## src/rtl/bomb_manager.sv

```systemverilog
// Single-bomb manager: snaps a bomb to the tile grid under the player, runs the fuse, then the blast.
// Optional feature macro: BOMB_CHAIN_DETONATE_EN (blast_hit detonates a fused bomb early).
module bomb_manager #(
   parameter int GRID_X0      = 15,
   parameter int GRID_Y0      = 48,
   parameter int TILE_SIZE    = 32,
   parameter int GRID_COLS    = 19,
   parameter int GRID_ROWS    = 13,
   parameter int FUSE_FRAMES  = 90,
   parameter int BLAST_FRAMES = 15
) (
   input  logic               clk,
   input  logic               reset,
   input  logic               startOfFrame,
   input  logic               drop_bomb,
   input  logic signed [10:0] playerTopLeftX,
   input  logic signed [10:0] playerTopLeftY,
   input  logic [1:0]         range_level,
   input  logic               blast_hit,
   output logic signed [10:0] bombTopLeftX,
   output logic signed [10:0] bombTopLeftY,
   output logic               bomb_active,
   output logic               exploding,
   output logic               explode_pulse,
   output logic [2:0]         blast_range,
   output logic [7:0]         fuse_remaining
);

   localparam int SHIFT = $clog2(TILE_SIZE);
   localparam logic signed [11:0] X_OFF   = 12'(TILE_SIZE / 2 - GRID_X0);
   localparam logic signed [11:0] Y_OFF   = 12'(TILE_SIZE / 2 - GRID_Y0);
   localparam logic signed [11:0] COL_MAX = 12'(GRID_COLS - 1);
   localparam logic signed [11:0] ROW_MAX = 12'(GRID_ROWS - 1);
   localparam logic [7:0] FUSE_INIT  = 8'(FUSE_FRAMES);
   localparam logic [7:0] BLAST_INIT = 8'(BLAST_FRAMES);

   typedef enum logic [1:0] {
      IDLE_ST,
      FUSE_ST,
      BLAST_ST
   } state_t;

   state_t             state;
   logic               drop_bomb_d;
   logic [7:0]         blast_cnt;
   logic               drop_req_c;
   logic               detonate_c;
   logic signed [11:0] col_raw_c;
   logic signed [11:0] row_raw_c;
   logic [11:0]        col_c;
   logic [11:0]        row_c;
   logic signed [10:0] snap_x_c;
   logic signed [10:0] snap_y_c;

   assign drop_req_c = drop_bomb & ~drop_bomb_d;

`ifdef BOMB_CHAIN_DETONATE_EN
   assign detonate_c = (state == FUSE_ST) &&
                       (blast_hit || (startOfFrame && (fuse_remaining == 8'd1)));
`else
   logic unused_blast_hit;
   assign unused_blast_hit = blast_hit;
   assign detonate_c = (state == FUSE_ST) && startOfFrame && (fuse_remaining == 8'd1);
`endif

   // Tile under the player's centre, clamped to the playfield
   always_comb begin
      col_raw_c = ($signed({playerTopLeftX[10], playerTopLeftX}) + X_OFF) >>> SHIFT;
      row_raw_c = ($signed({playerTopLeftY[10], playerTopLeftY}) + Y_OFF) >>> SHIFT;
      col_c = col_raw_c;
      row_c = row_raw_c;
      if (col_raw_c < 12'sd0)        col_c = '0;
      else if (col_raw_c > COL_MAX)  col_c = COL_MAX;
      if (row_raw_c < 12'sd0)        row_c = '0;
      else if (row_raw_c > ROW_MAX)  row_c = ROW_MAX;
      snap_x_c = 11'(12'(GRID_X0) + (col_c << SHIFT));
      snap_y_c = 11'(12'(GRID_Y0) + (row_c << SHIFT));
   end

   // fuse_remaining doubles as the fuse counter; it reads 0 outside FUSE_ST
   always_ff @(posedge clk) begin
      if (reset) begin
         state          <= IDLE_ST;
         drop_bomb_d    <= 1'b0;
         blast_cnt      <= '0;
         bombTopLeftX   <= '0;
         bombTopLeftY   <= '0;
         bomb_active    <= 1'b0;
         exploding      <= 1'b0;
         explode_pulse  <= 1'b0;
         blast_range    <= '0;
         fuse_remaining <= '0;
      end else begin
         drop_bomb_d   <= drop_bomb;
         explode_pulse <= 1'b0;
         case (state)
            IDLE_ST: begin
               if (drop_req_c) begin
                  state          <= FUSE_ST;
                  bombTopLeftX   <= snap_x_c;
                  bombTopLeftY   <= snap_y_c;
                  blast_range    <= 3'(range_level) + 3'd1;
                  fuse_remaining <= FUSE_INIT;
                  bomb_active    <= 1'b1;
               end
            end
            FUSE_ST: begin
               if (detonate_c) begin
                  state          <= BLAST_ST;
                  bomb_active    <= 1'b0;
                  exploding      <= 1'b1;
                  explode_pulse  <= 1'b1;
                  fuse_remaining <= '0;
                  blast_cnt      <= BLAST_INIT;
               end else if (startOfFrame) begin
                  fuse_remaining <= fuse_remaining - 8'd1;
               end
            end
            BLAST_ST: begin
               if (startOfFrame) begin
                  if (blast_cnt == 8'd1) begin
                     state     <= IDLE_ST;
                     exploding <= 1'b0;
                     blast_cnt <= '0;
                  end else begin
                     blast_cnt <= blast_cnt - 8'd1;
                  end
               end
            end
            default: state <= IDLE_ST;
         endcase
      end
   end

endmodule
```

## config.mk

```make
export PLATFORM = sky130hd
export DESIGN_NAME = bomb_manager
export DESIGN_NICKNAME = d
export VERILOG_FILES = /design/src/rtl/bomb_manager.sv
export SDC_FILE = /design/constraint.sdc
export NUM_CORES = 1
export LEC_CHECK = 0
export ABC_CLOCK_PERIOD_IN_PS = 3300
export CAP_MARGIN = 20
export CORE_MARGIN = 2
export CORE_UTILIZATION = 47
export CTS_CLUSTER_SIZE = 24
export DETAILED_ROUTE_END_ITERATION = 12
export PLACE_DENSITY = 0.8
export RECOVER_POWER = 50
export REMOVE_ABC_BUFFERS = 1
export SLEW_MARGIN = 20
export SYNTH_ARGS = -nofsm -noshare
export SYNTH_HDL_FRONTEND = slang
export SYNTH_SLANG_ARGS = --single-unit
```

## constraint.sdc

```tcl
create_clock -name clk -period 3.3 [get_ports clk]
set_clock_uncertainty 0.05 [all_clocks]
set_input_delay 0.495 -clock clk [delete_from_list [all_inputs] [get_ports clk]]
set_output_delay 0.495 -clock clk [all_outputs]
set_load 0.05 [all_outputs]
```

; After elaboration in Yosys (flattened, before gate mapping)
; Cells that the tools add are included.
[word_totals]
reg_bits = 47
in_bits = 29
output_inout_bits = 36
word_cells = 70
[classes]
addsub = 7
magnitude_cmp = 4
n_eq_ne = 9
mux = 25
bitwise_logic = 3
reduce_logical = 12
[op_table]
columns = cell, n
row1 = 8-bit two-way mux, 6
row2 = 8-bit case mux with 2 select lines, 2
row3 = 6-bit two-way mux, 4
row4 = 8-bit by 1-bit == test with 1-bit output (second input constant), 2
row5 = 8-bit by 1-bit subtractor with 8-bit output (second input constant), 2
row6 = 7-bit by 1-bit less-than comparator with 1-bit output (second input constant), 2
row7 = 11-bit by 2-bit adder with 12-bit output (second input constant), 1
row8 = 11-bit by 6-bit adder with 12-bit output (second input constant), 1
row9 = 4-bit by 11-bit adder with 11-bit output (first input constant), 1
row10 = 6-bit by 11-bit adder with 11-bit output (first input constant), 1
row11 = 3-bit AND reduction, 3
row12 = 2-bit two-way mux, 4
row13 = 2-bit != test (second input constant), 4
row14 = 4-bit AND reduction, 2
row15 = 7-bit by 5-bit greater-than comparator with 1-bit output (second input constant), 1
row16 = 7-bit by 6-bit greater-than comparator with 1-bit output (second input constant), 1
row17 = 1-bit two-way mux, 6
row18 = 2-bit case mux with 3 select lines, 1
row19 = 1-bit case mux with 2 select lines, 2
row20 = 2-bit nonzero test, 2
row21 = 2-bit by 1-bit adder with 3-bit output (second input constant), 1
row22 = 3-bit != test (second input constant), 1
row23 = 2-bit by 1-bit == test with 1-bit output (second input constant), 1
row24 = 2-bit == test (second input constant), 1
row25 = 6 further kinds, 8

; Depth between registers and ports, before layout
; Gate-level depths: netlist (run 1).
[logic_depth]
depth_word = 5
ltp_mapped = 13
ltp_nobuf = 11

; Worst setup path before layout (run 1)
; OpenSTA, ideal clock, no wires.
[synth_path]
kind = input to register
from = input playerTopLeftY[5]
to = register bombTopLeftY[7]
setup_time_ps = 86
arrival_time_ps = 2428
required_ps = 3164
setup_slack_ps = 736
path_stages = 12
cell_sequence = clkbuf_1 inv_1 ha_1 clkbuf_1 nor2b_1 o21ai_0 o21ai_0 or3_1 nor2_1 ha_1 xnor2_1 a211oi_1
[synth_via]
elab_chain_len = 5
word_cells_on_any_way = 6
cone_classes = 2 x add/sub / 2 x order compare / 2 x mux
[synth_rtl]
columns = item, line
row1 = "start, declared", 17  ; input logic signed [10:0] playerTopLeftY,
row2 = 11-bit by 6-bit adder with 12-bit output (*), 69  ; row_raw_c = ($signed({playerTopLeftY[10], playerTopLeftY}) + Y_OFF) >>> SHIFT;
row3 = 7-bit by 5-bit greater-than comparator with 1-bit output, 75  ; else if (row_raw_c > ROW_MAX) row_c = ROW_MAX;
row4 = 6-bit two-way mux, 75
row5 = 6-bit two-way mux (*), 74  ; if (row_raw_c < 12'sd0) row_c = '0;
row6 = 6-bit by 11-bit adder with 11-bit output (*), 77  ; snap_y_c = 11'(12'(GRID_Y0) + (row_c << SHIFT));
row7 = "end signal, assigned", 101  ; bombTopLeftY <= snap_y_c;
row8 = "end, declared", 21  ; output logic signed [10:0] bombTopLeftY,
; Every way passes the cells marked *; elsewhere a longest branch is shown, timed or not.
; A chain may end at the register's enable or synchronous reset.

; Worst setup path after layout (run 1)
[layout_path]
from = input playerTopLeftY[6]
to = register bombTopLeftY[7]
; Same word-level chain as after synthesis.

==> out/metrics.csv, run 1 <==
stage,metric,value,unit
power,total power,1.28,mW
min_path,HP Class,flip-flop to flip-flop,
synthesis,Synthesis Warnings,0,
power,worst vdd ir,0.245,mV
die,Initial Utilization,48.8,%
synthesis,cell taking the most area after synthesis,dfxtp_1,
cts,hold_buf cts,0,
worst_setup_path,"critical path, cell by cell",clkdlybuf4s50_1 -> inv_1 -> ha_1 -> nand2b_1 -> o21ai_0 -> o21ai_0 -> or3_1 -> nor2_1 -> ha_1 -> xnor2_1 -> a211oi_1,
worst_setup_path,crit path DAT,2.77,ns
timing,crit share post-route,79.3,%
power,Sw Ratio,29.1,%
timing,Slew headroom,32.1,%
layout,antenna cell count,0,
cts,clk_lat worst skew,0.29,ns
cts,Clock Sinks,38,
detailed_routing,DR iter-0 viols,84,
synthesis,Post-synth ARST share,0,%
placed_design,I/O Buffers,53,
synthesis,Syn Area/Cell,8.23,µm²
worst_setup_path,Critical Path Max Stage Delay,0.42,ns
detailed_routing,DRC,0,
synthesis,ys flop type,dfxtp_1,
power,Pleak,1.11,nW
layout,nets,343,
detailed_routing,Avg WL per Cell,13.3,µm
worst_setup_path,Critical Path RT,3.46,ns
timing,fin. max-slew vios,0,
min_path,hold worst-path end,bombTopLeftY[9]$_SDFFE_PP0P_,
detailed_routing,Via density,5.51,
worst_setup_path,flop2flop setup slack,0.70,ns
global_route,Tot GR Track Use,19.8,%
layout,Fillers,376,
detailed_routing,DR vias,1979,
timing,fmax,382,MHz
die,die area,0.00507,mm²
cts,Worst-path clk slew,0.08,ns
status,outcome,finished clean,
die,Top-Level Pins,65,
worst_setup_path,r2r startpoint,blast_cnt[2]$_SDFFE_PP0P_,
layout,P&R area growth vs syn,30.9,%
die,Rows,24,
global_route,"Remaining Overflow, GRT",0,
power,Power Dens Cells,461,mW/mm²
synthesis,Post-synth EDFFs,0,
synthesis,"Cell Area, Synth",0.00212,mm²
synthesis,Post-synth top cells,"dfxtp_1, nor2_1, nand2_1",
power,Flop pwr share,38.9,%
cts,htree depth,2,
cts,post-CTS setup buffers,0,
cts,number of buffers created by CTS,5,
cts,CTS tree,yes,
timing,unrepaired setup endpoints after global routing,no,
power,Logic pwr share,23.0,%
timing,Least-Margin Pin Slew,1.00,ns
min_path,Min-Delay Startpoint,bombTopLeftY[9]$_SDFFE_PP0P_,
die,die span in x,71.2,µm
worst_setup_path,Slowest cell on crit path,clkdlybuf4s50_1,
synthesis,"Seq/Total Area, Yosys",35.8,%
worst_setup_path,worst-path maximum fanout,8,
synthesis,Yosys cell types,52,
detailed_routing,Post-Route WL,4770,µm
global_route,largest net degree at the start of global routing,22,
placed_design,post-DP HPWL,3510,µm
worst_setup_path,Worst Setup End Kind,flip-flop,
global_route,vias in the first global route,1854,
worst_setup_path,Worst Reg2Reg Path Length in Cells,5,
cts,Clock Tree Buf Depth,2,
timing,setup TNS,0,ns
cts,root buffer cell,clkbuf_8,
layout,share of layout cells above drive strength 1,6.19,%
global_route,first-pass GRT wire length,8130,µm
synthesis,Mapped Cells,258,
power,Psw,0.374,mW
power,clock group share of total power,38.1,%
timing,"Hold Violations, Final",0,
die,core area,0.00435,mm²
cts,CTS resizes,0,
power,Internal Power,0.908,mW
synthesis,#FFs+latches synth,38,
worst_setup_path,reg-to-reg critical path endpoint,blast_cnt[7]$_SDFFE_PP0P_,
synthesis,cell with the most instances after synthesis,dfxtp_1,
detailed_routing,Final ANT Viol Nets,0,
timing,post-route minimum period,2.62,ns
global_route,initial antenna violation count,0,
synthesis,Yosys top cell area share,35.8,%
die,die height,71.2,µm
worst_setup_path,critical path class,input port to flip-flop,
detailed_routing,drt pass-1 iters,4,
synthesis,"top cells by area, synth","dfxtp_1, nor2_1, ha_1, nand2_1, a21oi_1",
placed_design,Final GP Congestion,0.870,
flow_run,Max Cap Viol,0,
min_path,Cells on Worst Hold Path,2,
worst_setup_path,critical path startpoint category,input port,
timing,Final Setup Violations,0,
layout,Layout Utilization,63.9,%
timing,Hold Slack,0.390,ns
power by group through the flow:
stage,clock [mW],combinational [mW],sequential (mW)
final,0.489,0.295,0.498
after detailed placement,0,0.300,0.510
after global placement,0,0.295,0.509
after global routing,0.512,0.318,0.502
after CTS,0.495,0.302,0.500
after floorplan,0,0.108,0.588
worst max-delay path: cells and delay by family:
kind	cells	cell delay, ns
AO/OA/AOI/OAI	3	0.51
XOR/XNOR	1	0.08
adder cells (fa/ha/maj)	2	0.49
buffers and inverters	2	0.50
AND/OR/NAND/NOR	3	0.69
cells by family after synthesis:
family          share of synthesized area [%]
xor+xnor                                 4.95
other cells                             0.177
compound gates                           16.7
buf+inv                                  7.30
flops                                    35.8
fa+ha+maj                                4.71
simple gates                             29.9
mux                                     0.471
per-stage QoR:
step / setup WS [ns] / instances / cell area, µm²
3_3_place_gp: 0.472 / 351 / 2660
2_1_floorplan: 0.864 / 242 / 2030
6_report: 0.683 / 359 / 2780
5_1_grt: 0.427 / 359 / 2780
4_1_cts: 0.693 / 359 / 2800
3_5_place_dp: 0.394 / 351 / 2660
worst max-delay path by stage:
stage / from / end / slack (ns) / depth (start not counted)
after CTS: playerTopLeftY[5] / bombTopLeftY[7]$_SDFFE_PP0P_ / 0.69 / 10
after global placement: playerTopLeftY[6] / bombTopLeftY[7]$_SDFFE_PP0P_ / 0.47 / 11
after floorplan: bombTopLeftX[3]$_SDFFE_PP0P_ / bombTopLeftX[0] / 0.86 / 0
after global routing: drop_bomb / fuse_remaining[5]$_SDFFE_PP0P_ / 0.43 / 7
after detailed placement: playerTopLeftY[5] / bombTopLeftY[7]$_SDFFE_PP0P_ / 0.39 / 10
final: playerTopLeftY[6] / bombTopLeftY[7]$_SDFFE_PP0P_ / 0.68 / 11
cell type report:
type / instances / area (µm²) / share of cell area (%)
multi-input combinational: 192 / 1210 / 43.5
clock inverter: 2 / 60.1 / 2.16
inverter: 12 / 45.0 / 1.62
timing repair buffer: 57 / 557 / 20.0
tap: 52 / 65.1 / 2.34
clock buffer: 6 / 82.6 / 2.97
sequential: 38 / 761 / 27.4
layer usage:
metal	share of wire (%)	track usage, %	vias to the layer above
met5	0	0	-
met4	1.6	6.50	0
met3	4.9	5.63	8
met2	48	34.4	44
met1	45	23.6	936
li1	-	-	991
flip-flops by register name, summed over array words and instances, names as in the netlist:
signal and count:
bombTopLeftX 7, bomb_active 1, fuse_remaining 8, blast_cnt 8
exploding 1, drop_bomb_d 1, bombTopLeftY 6, explode_pulse 1
state 2, blast_range 3
layout by cell type (no fill, tap or decap), types with 8 or more instances in the layout:
master and instances:
a21oi_1 15, clkdlybuf4s50_1 29, dfxtp_1 38, dlygate4sd3_1 24, ha_1 8, inv_1 12
nand2_1 21, nand3_1 8, nor2_1 27, nor3_1 14, o21ai_0 10
No activity file was read; power rests on OpenSTA's default activity.
==> run 2, diff against run 1 <==
--- a/config.mk
+++ b/config.mk
@@ -5,13 +5,13 @@
 export SDC_FILE = /design/constraint.sdc
 export NUM_CORES = 1
 export LEC_CHECK = 0
-export ABC_CLOCK_PERIOD_IN_PS = 3300
+export ABC_CLOCK_PERIOD_IN_PS = 2380
 export CAP_MARGIN = 20
 export CORE_MARGIN = 2
-export CORE_UTILIZATION = 47
+export CORE_UTILIZATION = 42
 export CTS_CLUSTER_SIZE = 24
 export DETAILED_ROUTE_END_ITERATION = 12
-export PLACE_DENSITY = 0.8
+export PLACE_DENSITY = 0.76
 export RECOVER_POWER = 50
 export REMOVE_ABC_BUFFERS = 1
 export SLEW_MARGIN = 20
==> constraint.sdc (replaced) <==
create_clock -name clk -period 2.38 [get_ports clk]
set_clock_uncertainty 0.05 [all_clocks]
set_input_delay 0.357 -clock clk [delete_from_list [all_inputs] [get_ports clk]]
set_output_delay 0.357 -clock clk [all_outputs]
set_load 0.05 [all_outputs]
==> run 2 against run 1 <==
Flip-flop and latch count did not move. Highest routed layer unchanged. Critical endpoint unchanged. Clock power fell by 6.7%. Combinational power rose by 46%. Non-clock buffer count rose by 18. Register-to-register slack got worse by 0.46 ns. Routed wire length fell by 1.1%. Critical path type unchanged. Die area rose by 11%. Sequential power rose by 39%. Cell count rose by 9.2%. First-iteration DRC count fell by 29%.
==> out/metrics.csv, run 2 (same netlist as run 1, synthesis figures left out) <==
stage,metric,value,unit,change
detailed_routing,metal1 wirelength,2200,µm,+1.5%
timing,Final Setup Violations,0,,unchanged
worst_setup_path,reg-to-reg critical path endpoint,blast_cnt[7]$_SDFFE_PP0P_,,
global_route,initial antenna violation count,0,,unchanged
worst_setup_path,crit path DAT,2.40,ns,-0.37 ns
cts,CTS resizes,0,,unchanged
die,die area,0.00564,mm²,+11%
worst_setup_path,WP buf/inv,2,,unchanged
power,Power Dens Cells,542,mW/mm²,+18%
layout,"commonest non-fill, non-tap cell in the layout",dfxtp_1,,
cts,htree depth,2,,unchanged
global_route,Tot GR Track Use,17.8,%,-2.0 points
min_path,Cells on Worst Hold Path,2,,unchanged
timing,crit share post-route,94.5,%,
detailed_routing,Post-Route WL,4710,µm,-1.1%
power,Internal Power,1.06,mW,+17%
worst_setup_path,Slowest cell on crit path,clkdlybuf4s50_1,,
worst_setup_path,critical path startpoint category,input port,,
min_path,hold worst-path end,bombTopLeftY[9]$_SDFFE_PP0P_,,
detailed_routing,Avg WL per Cell,12.0,µm,-9.4%
cts,Clock Tree Buf Depth,2,,unchanged
timing,Slew headroom,52.9,%,+21 points
global_route,first-pass GRT wire length,7870,µm,-3.1%
placed_design,I/O Buffers,53,,unchanged
power,Sw Ratio,32.6,%,+3.4 points
cts,root buffer cell,clkbuf_8,,
die,Initial Utilization,44.4,%,-4.4 points
layout,antenna cell count,0,,unchanged
timing,fin. max-slew vios,0,,unchanged
power,total power,1.58,mW,+23%
detailed_routing,Via density,5.02,,-9.0%
timing,Least-Margin Pin Slew,0.706,ns,-0.298 ns
timing,"Hold Violations, Final",0,,unchanged
worst_setup_path,flop2flop setup slack,0.24,ns,-0.46 ns
die,die span in x,75.1,µm,+5.5%
die,Rows,25,,+4.2%
flow_run,Max Cap Viol,0,,unchanged
worst_setup_path,Critical Path RT,2.54,ns,-0.92 ns
layout,Layout Utilization,60.9,%,-3.0 points
placed_design,placed cell count,384,,+9.4%
placed_design,Final GP Congestion,0.907,,+4.3%
global_route,vias in the first global route,1858,,+0.22%
detailed_routing,met3 WL post-DR,235,µm,unchanged
die,core area,0.00479,mm²,+9.9%
cts,Clock Sinks,38,,unchanged
layout,nets,361,,+5.2%
detailed_routing,Final ANT Viol Nets,0,,unchanged
power,clock group share of total power,28.9,%,-9.2 points
timing,post-route minimum period,2.25,ns,
global_route,largest net degree at the start of global routing,17,,-23%
placed_design,post-DP HPWL,3640,µm,+3.8%
timing,final worst slack,0.132,ns,-0.551 ns
min_path,HP Class,flip-flop to flip-flop,,
detailed_routing,uppermost layer routed,met4,,
layout,most frequent cells in the layout,"dfxtp_1, clkdlybuf4s50_1, nor2_1",,
detailed_routing,DR vias,1967,,-0.61%
detailed_routing,drt pass-1 iters,4,,unchanged
worst_setup_path,critical path class,input port to flip-flop,,
global_route,"Remaining Overflow, GRT",0,,unchanged
worst_setup_path,critical path depth,10,,-1
power,Logic pwr share,27.3,%,+4.3 points
power,Psw,0.514,mW,+38%
timing,setup TNS,0,ns,unchanged
layout,P&R area growth vs syn,37.1,%,
die,die height,75.1,µm,+5.5%
worst_setup_path,Critical Path Max Stage Delay,0.42,ns,about the same
detailed_routing,met2 wire len,2260,µm,-1.4%
worst_setup_path,Worst Setup End Kind,flip-flop,,
status,outcome,finished clean,,
cts,hold_buf cts,0,,unchanged
power,Pleak,1.16,nW,+5.1%
cts,number of buffers created by CTS,5,,unchanged
cts,Worst-path clk slew,0.08,ns,about the same
layout,fin cells,392,,+9.2%
placed_design,Setup WS pre-CTS,-0.262,ns,-0.656 ns
layout,Largest regs,"blast_cnt (8), fuse_remaining (8), bombTopLeftX (7)",,
worst_setup_path,Worst Reg2Reg Path Length in Cells,7,,+2
layout,fin area,0.00291,mm²,+4.7%
worst_setup_path,"critical path, cell by cell",clkdlybuf4s50_1 -> buf_4 -> or3_1 -> a21o_1 -> a21oi_2 -> or3_4 -> nor2_2 -> ha_2 -> xnor2_1 -> a211oi_1,,
detailed_routing,DRC,0,,unchanged
die,Top-Level Pins,65,,unchanged
power,Flop pwr share,43.8,%,+4.9 points
cts,CTS tree,yes,,
placed_design,cell area after placement,0.00281,mm²,+5.8%
cts,clk_lat worst skew,0.29,ns,about the same
worst_setup_path,worst-path maximum fanout,10,,+2
power,worst vdd ir,0.252,mV,+2.7%
worst_setup_path,r2r startpoint,fuse_remaining[1]$_SDFFE_PP0P_,,
min_path,Min-Delay Startpoint,bombTopLeftY[9]$_SDFFE_PP0P_,,
worst_setup_path,cell family with most CP delay,buffers and inverters,,
cts,post-CTS setup buffers,0,,unchanged
detailed_routing,DR iter-0 viols,60,,-29%
timing,fmax,445,MHz,
layout,Fillers,438,,+16%
timing,Hold Slack,0.399,ns,+0.00956 ns
layout,share of layout cells above drive strength 1,13.2,%,+7.0 points
## run 2: worst max-delay path by stage
stage | from | endpoint | slack (ns)
global route | playerTopLeftY[6] | bombTopLeftY[7]$_SDFFE_PP0P_ | -0.009
floorplan | fuse_remaining[0]$_SDFFE_PP0P_ | blast_cnt[7]$_SDFFE_PP0P_ | -0.04
detailed placement | playerTopLeftY[6] | bombTopLeftY[7]$_SDFFE_PP0P_ | -0.26
global placement | playerTopLeftY[5] | bombTopLeftY[7]$_SDFFE_PP0P_ | -0.20
CTS | playerTopLeftY[6] | bombTopLeftY[7]$_SDFFE_PP0P_ | 0.04
finish | playerTopLeftY[5] | bombTopLeftY[7]$_SDFFE_PP0P_ | 0.13
## run 2: area by class of cell
cell class,instances,area [µm²],area share (%)
multi-input cells,192,1240,42.4
repair buffers,75,692,23.8
inverters,12,45.0,1.55
clock buffers,6,82.6,2.84
clock inverters,2,12.5,0.430
flip-flops and latches,38,761,26.1
well taps,67,83.8,2.88
## run 2: worst register-to-register path: stages, from the launching register on
cell and delay [ns]:
dfxtp_1 0.32, inv_1 0.11, ha_1 0.15, or4b_1 0.54
o31ai_4 0.28, nand3_2 0.11, or3b_1 0.38, a21oi_2 0.13
## run 2: power groups by stage
| stage | Clock, mW | Combinational (mW) | Sequential (mW) |
|---|---|---|---|
| final | 0.456 | 0.431 | 0.691 |
| after global routing | 0.491 | 0.465 | 0.696 |
| after CTS | 0.469 | 0.436 | 0.692 |
| after detailed placement | 0 | 0.435 | 0.706 |
| after global placement | 0 | 0.430 | 0.706 |
| after floorplan | 0 | 0.150 | 0.815 |
## run 2: routing by layer
layer	vias to the layer above	track usage, %
met3	2	4.82
met4	0	4.76
met1	891	21.7
met5	-	0
met2	45	31.1
li1	1029	-
